### src/rtl/fft_stage_sequencer.sv
// Address/strobe sequencer for a radix-2 ping-pong FFT datapath.
// Walks every stage's butterflies, then drains the datapath before swapping banks.
module fft_stage_sequencer #(
    parameter int unsigned N           = 64,
    parameter int unsigned ADDR_WIDTH  = $clog2(N),
    parameter int unsigned STAGE_WIDTH = (ADDR_WIDTH > 1) ? $clog2(ADDR_WIDTH) : 1,
    parameter int unsigned RAM_LATENCY = 1,
    parameter int unsigned BF_LATENCY  = 2
) (
    input  logic                    clk,
    input  logic                    rst_n,
    input  logic                    start,
    input  logic                    abort,
    output logic                    busy,
    output logic                    done,
    output logic                    result_bank,
    output logic [STAGE_WIDTH-1:0]  stage,
    output logic                    rd_en,
    output logic                    rd_bank,
    output logic [ADDR_WIDTH-1:0]   rd_addr_a,
    output logic [ADDR_WIDTH-1:0]   rd_addr_b,
    output logic [ADDR_WIDTH-2:0]   tf_addr,
    output logic                    wr_en,
    output logic                    wr_bank,
    output logic [ADDR_WIDTH-1:0]   wr_addr_a,
    output logic [ADDR_WIDTH-1:0]   wr_addr_b
);

    localparam int unsigned D    = RAM_LATENCY + BF_LATENCY;
    localparam int unsigned HALF = N / 2;
    localparam int unsigned HW   = ADDR_WIDTH - 1;
    localparam int unsigned CW   = (D > 1) ? $clog2(D) : 1;

    typedef enum logic [1:0] {
        IDLE  = 2'd0,
        RUN   = 2'd1,
        DRAIN = 2'd2,
        FIN   = 2'd3
    } state_t;

    state_t                 state_q, state_d;
    logic [HW-1:0]          j_q, j_d;
    logic [HW-1:0]          mask_q, mask_d;
    logic [ADDR_WIDTH-1:0]  span_q, span_d;
    logic [STAGE_WIDTH-1:0] stage_q, stage_d;
    logic [CW-1:0]          cnt_q, cnt_d;
    logic                   flush;

    logic                   rd_en_d;
    logic                   busy_d;
    logic                   done_d;
    logic                   result_bank_d;
    logic                   rd_bank_d;
    logic [ADDR_WIDTH-1:0]  j_ext;
    logic [ADDR_WIDTH-1:0]  m_ext;
    logic [ADDR_WIDTH-1:0]  addr_a_raw;
    logic [ADDR_WIDTH-1:0]  rd_addr_a_d;
    logic [ADDR_WIDTH-1:0]  rd_addr_b_d;
    logic [HW-1:0]          tf_addr_d;

    // Write-side delay line: strobe, bank and addresses travel D cycles behind the read
    logic                   dl_en   [D];
    logic                   dl_bank [D];
    logic [ADDR_WIDTH-1:0]  dl_a    [D];
    logic [ADDR_WIDTH-1:0]  dl_b    [D];

    // State and counter register
    always_ff @(posedge clk or negedge rst_n) begin
        if (!rst_n) begin
            state_q <= IDLE;
            j_q     <= '0;
            mask_q  <= '0;
            span_q  <= '0;
            stage_q <= '0;
            cnt_q   <= '0;
        end else begin
            state_q <= state_d;
            j_q     <= j_d;
            mask_q  <= mask_d;
            span_q  <= span_d;
            stage_q <= stage_d;
            cnt_q   <= cnt_d;
        end
    end

    // Next-state, counters and next output values
    always_comb begin
        state_d       = state_q;
        j_d           = j_q;
        mask_d        = mask_q;
        span_d        = span_q;
        stage_d       = stage_q;
        cnt_d         = cnt_q;
        flush         = 1'b0;
        rd_en_d       = 1'b0;
        busy_d        = 1'b0;
        done_d        = 1'b0;
        result_bank_d = 1'b0;
        rd_bank_d     = 1'b0;
        j_ext         = '0;
        m_ext         = '0;
        addr_a_raw    = '0;
        rd_addr_a_d   = '0;
        rd_addr_b_d   = '0;
        tf_addr_d     = '0;

        case (state_q)
            IDLE: begin
                if (start && !abort) begin
                    state_d = RUN;
                end
            end
            RUN: begin
                if (abort) begin
                    state_d = IDLE;
                    flush   = 1'b1;
                end else if (j_q == HW'(HALF - 1)) begin
                    state_d = DRAIN;
                    cnt_d   = '0;
                end else begin
                    j_d = j_q + HW'(1);
                end
            end
            DRAIN: begin
                if (abort) begin
                    state_d = IDLE;
                    flush   = 1'b1;
                end else if (cnt_q == CW'(D - 1)) begin
                    if (stage_q == STAGE_WIDTH'(ADDR_WIDTH - 1)) begin
                        state_d = FIN;
                    end else begin
                        state_d = RUN;
                        stage_d = stage_q + STAGE_WIDTH'(1);
                        mask_d  = mask_q >> 1;
                        span_d  = span_q >> 1;
                        j_d     = '0;
                    end
                end else begin
                    cnt_d = cnt_q + CW'(1);
                end
            end
            FIN: begin
                state_d = IDLE;
            end
            default: begin
                state_d = IDLE;
            end
        endcase

        // Entering or sitting in IDLE (or a fresh start) reloads the stage-0 geometry
        if (state_d == IDLE || state_q == IDLE) begin
            j_d     = '0;
            stage_d = '0;
            cnt_d   = '0;
            mask_d  = HW'(HALF - 1);
            span_d  = ADDR_WIDTH'(HALF);
        end

        rd_en_d       = (state_d == RUN);
        busy_d        = (state_d == RUN) || (state_d == DRAIN);
        done_d        = (state_d == FIN);
        result_bank_d = (state_d == FIN) && !stage_d[0];
        rd_bank_d     = stage_d[0];

        // Insert a zero at the mask boundary: low bits stay, high bits shift up one
        j_ext      = ADDR_WIDTH'(j_d);
        m_ext      = ADDR_WIDTH'(mask_d);
        addr_a_raw = (j_ext & m_ext) | ((j_ext & ~m_ext) << 1);
        if (rd_en_d) begin
            rd_addr_a_d = addr_a_raw;
            rd_addr_b_d = addr_a_raw + span_d;
            tf_addr_d   = j_d & ~mask_d;
        end
    end

    // Registered read-side outputs and status
    always_ff @(posedge clk or negedge rst_n) begin
        if (!rst_n) begin
            rd_en       <= 1'b0;
            rd_bank     <= 1'b0;
            rd_addr_a   <= '0;
            rd_addr_b   <= '0;
            tf_addr     <= '0;
            busy        <= 1'b0;
            done        <= 1'b0;
            result_bank <= 1'b0;
        end else begin
            rd_en       <= rd_en_d;
            rd_bank     <= rd_bank_d;
            rd_addr_a   <= rd_addr_a_d;
            rd_addr_b   <= rd_addr_b_d;
            tf_addr     <= tf_addr_d;
            busy        <= busy_d;
            done        <= done_d;
            result_bank <= result_bank_d;
        end
    end

    // Delay line fed from the registered read outputs; abort empties it in one edge
    always_ff @(posedge clk or negedge rst_n) begin
        if (!rst_n) begin
            for (int unsigned k = 0; k < D; k++) begin
                dl_en[k]   <= 1'b0;
                dl_bank[k] <= 1'b0;
                dl_a[k]    <= '0;
                dl_b[k]    <= '0;
            end
        end else if (flush) begin
            for (int unsigned k = 0; k < D; k++) begin
                dl_en[k]   <= 1'b0;
                dl_bank[k] <= 1'b0;
                dl_a[k]    <= '0;
                dl_b[k]    <= '0;
            end
        end else begin
            dl_en[0]   <= rd_en;
            dl_bank[0] <= rd_en && !stage_q[0];
            dl_a[0]    <= rd_en ? ADDR_WIDTH'(j_q) : '0;
            dl_b[0]    <= rd_en ? (ADDR_WIDTH'(j_q) + ADDR_WIDTH'(HALF)) : '0;
            for (int unsigned k = 1; k < D; k++) begin
                dl_en[k]   <= dl_en[k-1];
                dl_bank[k] <= dl_bank[k-1];
                dl_a[k]    <= dl_a[k-1];
                dl_b[k]    <= dl_b[k-1];
            end
        end
    end

    assign stage     = stage_q;
    assign wr_en     = dl_en[D-1];
    assign wr_bank   = dl_bank[D-1];
    assign wr_addr_a = dl_a[D-1];
    assign wr_addr_b = dl_b[D-1];

endmodule

### config.mk
export PLATFORM = sky130hd
export DESIGN_NAME = fft_stage_sequencer
export DESIGN_NICKNAME = d
export VERILOG_FILES = /design/src/rtl/fft_stage_sequencer.sv
export SDC_FILE = /design/constraint.sdc
export NUM_CORES = 1
export LEC_CHECK = 0
export CORE_ASPECT_RATIO = 0.9
export CORE_UTILIZATION = 40
export DETAILED_ROUTE_END_ITERATION = 10
export PLACE_DENSITY = 0.6
export SLEW_MARGIN = 10
export SYNTH_ARGS = -nofsm -noshare
export SYNTH_HDL_FRONTEND = slang
export SYNTH_SLANG_ARGS = --single-unit
### constraint.sdc
create_clock -name clk -period 7.81 [get_ports clk]
set_clock_uncertainty 0.15 [all_clocks]
set_input_delay 1.562 -clock clk [delete_from_list [all_inputs] [get_ports clk]]
set_output_delay 1.562 -clock clk [all_outputs]
set_load 0.05 [all_outputs]
==> metrics.txt <==
final slew viol count 0; CTS hold repair buffers 0; initial DRC count 74; Critical Path Max Stage Delay 0.62 ns; insertion delay to the later sink of the worst-skew pair 0.34 ns; Synth async-reset ratio 1.00; sequential group share of total power 0.417; Crit Reg-Reg Startpoint j_q[0]$_DFF_PN0_; ant diodes 0; outcome completed; Sw Pwr 304 uW; CP startpoint abort; synth unique cells 56; share of cells above drive strength 1 0.118; grt ovf 0; Tmin final 5.63 ns; height of the die 85.2 um; port buffer count 41; met3 WL 228 um; setup TNS 0 ns; final wirelength 5780 um; Worst slew margin 0.453; FMAX 177 MHz; WHS Path Cells 1; DRT Pass-1 Iters 4; Inserted Clock Buffers 9; yosys warns 0; first-pass GRT wire length 9450 um; DRC 0; routed wl met2 2640 um; Synth Cell Area 3080 sq um; antenna violations before repair 0; Fin. Hold Viols 0; final setup violating endpoints 0; crit path max-delay cell type nor2_1; die extent in x 94.5 um; area leader, netlist dfrtp_1; fill cell count 664; RSZ-0062 raised after global routing false; Slew @ Worst Pin 0.817 ns; Synth top area share 0.520; Post-synth EDFFs 0; ANT nets after route 0; drt via density 5.05; kind of critical path in -> reg; Hold/Removal Path Class reg -> reg; post-route clock period utilization 0.721; synthesized instance count 278; largest net degree at the start of global routing 65; core area 7260 sq um; Post-Syn Area per Cell 11.1 sq um; Starting Density 0.424; max-cap violation count 0; Worst EP required 7.90 ns; Reg2Reg Setup Slack 2.99 ns; die area 8050 sq um; Synth Flop Type dfrtp_1; register area share after synthesis 0.520; Worst EP arrival 5.72 ns; uppermost layer routed met4; Sw Share 0.342; HP Start dl_b[13]$_DFF_PN0_; M1 WL 2810 um; Ports 43; Via Count 2,049; Rows 29; CTS tree built; CP startpoint kind input port; Clock Path Buffers 2; CTS Sinks 64; final non-filler cell total 406; worst path cell trace clkdlybuf4s50_1 -> nand3b_1 -> o211a_1 -> ha_1 -> nor2_1 -> and2_4 -> and3_1 -> a31oi_2 -> inv_2 -> a22o_1 -> ha_1 -> a211oi_1 -> o21bai_1 -> a21oi_1 -> xor2_1 -> mux2_2; PostCTS Resize Cnt 0; reg2reg end rd_addr_b[5]$_DFF_PN0_; syn nets 296; post-DR wirelength/cell 14.2 um; Area growth syn-to-layout 17.8%; top cells by area, synth dfrtp_1, ha_1, buf_4; Peak VDD IR 0.168 mV; Worst path most repeated cell ha_1; placed cells 390; Cell Pwr Density 245 nW/um^2; final weighted congestion in routability-driven placement 0.859; Worst-path clk slew 0.07 ns; flops & latches, synth 64; gr usage total 0.159; Max FO, Critical Path 12; nets 326; HPWL after DPL 3870 um; Reg2Reg Depth 18; crit path capture type flip-flop; CTS root buffer clkbuf_8; H-tree depth 3; postcts setup bufs 0; Comb power frac 0.258; number of global-route vias before repair 1,969; internal power 583 uW; hold endpoint dl_b[7]$_DFF_PN0_; Leak 0.00164 uW; power share of the clock group 0.326
worst max-delay path by stage:
stage	to	slack [ns]	cells after the start
finish	rd_addr_b[5]$_DFF_PN0_	2.18	16
global route	rd_addr_b[5]$_DFF_PN0_	1.99	16
CTS	rd_addr_b[5]$_DFF_PN0_	2.23	16
detailed placement	rd_addr_b[5]$_DFF_PN0_	1.85	16
global placement	rd_addr_b[5]$_DFF_PN0_	1.97	16
floorplan	rd_addr_b[5]$_DFF_PN0_	3.13	16
power groups by stage:
stage | combinational (uW) | clock, uW | sequential, uW
CTS | 230 | 300 | 370
detailed placement | 230 | 0 | 376
global placement | 230 | 0 | 376
floorplan | 135 | 0 | 419
global route | 248 | 313 | 373
finish | 229 | 289 | 369
flip-flops by register name, summed over array words and instances (netlist names):
name / count
cnt_q: 2
rd_addr_a: 6
state_q: 2
result_bank: 1
busy: 1
span_q: 6
wr_addr_b: 6
wr_bank: 1
rd_en: 1
j_q: 5
dl_b: 12
dl_bank: 2
done: 1
tf_addr: 4
stage: 3
mask_q: 5
rd_addr_b: 6
cell usage in the layout, fill, tap and decap left out, types with 5 or more instances in the layout:
master / instances
nor2_1: 22
nand2_1: 24
o21ai_0: 8
clkbuf_8: 10
clkdlybuf4s50_1: 40
a21oi_1: 14
mux2i_1: 5
ha_1: 13
inv_1: 14
and2_1: 16
and3_1: 8
dfrtp_1: 64
kinds of logic after synthesis:
logic type,Yosys count,share of synthesized area
multiplexers,9,0.0362
AND/OR/NAND/NOR,95,0.168
adder cells (fa/ha/maj),14,0.0594
XOR/XNOR,4,0.0114
AO/OA/AOI/OAI,51,0.122
flip-flops,64,0.520
buffers and inverters,40,0.0817
other,1,0.00122
worst max-delay path, delay by kind of cell:
kind	cells	cell delay, ns
AND/OR/NAND/NOR	4	1.40
AO/OA/AOI/OAI	6	1.06
buffers and inverters	2	0.72
adder cells (fa/ha/maj)	2	0.43
multiplexers	1	0.34
XOR/XNOR	1	0.19
routing by layer:
| metal | track usage | vias up |
|---|---|---|
| li1 | - | 991 |
| met1 | 0.201 | 1007 |
| met2 | 0.244 | 43 |
| met3 | 0.0565 | 8 |
| met4 | 0.0716 | 0 |
| met5 | 0 | - |
cell usage after synthesis, types with 3 or more instances:
library cell,count
dfrtp_1,64
nand2_1,24
nor2_1,22
and2_1,16
buf_4,15
a21oi_1,14
inv_1,14
ha_1,13
and3_1,8
o21ai_0,8
buf_6,6
mux2i_1,5
a21o_1,4
nand2b_1,4
xor2_1,4
a211oi_1,3
nand4_1,3
o211ai_1,3
cell type report:
| type | count | area [sq um] | share of cell area |
|---|---|---|---|
| Sequential cell | 64 | 1600 | 0.442 |
| Multi-Input combinational cell | 174 | 1220 | 0.338 |
| Timing Repair Buffer | 42 | 413 | 0.114 |
| Clock buffer | 10 | 138 | 0.0380 |
| Tap cell | 93 | 116 | 0.0321 |
| Clock inverter | 6 | 68.8 | 0.0190 |
| Inverter | 17 | 63.8 | 0.0176 |
stage by stage:
stage | total power, uW | instance area (sq um) | setup slack (ns) | util | hold WS, ns
6_report | 887 | 3630 | 2.18 | 0.500 | 0.293
5_1_grt | 935 | 3630 | 1.99 | 0.500 | 0.305
4_1_cts | 900 | 3630 | 2.23 | 0.500 | 0.293
3_5_place_dp | 606 | 3420 | 1.85 | 0.471 | 0.282
3_3_place_gp | 606 | 3420 | 1.97 | 0.471 | 0.281
2_1_floorplan | 554 | 3080 | 3.13 | - | 0.278
Power figures use the tool's default switching activity.
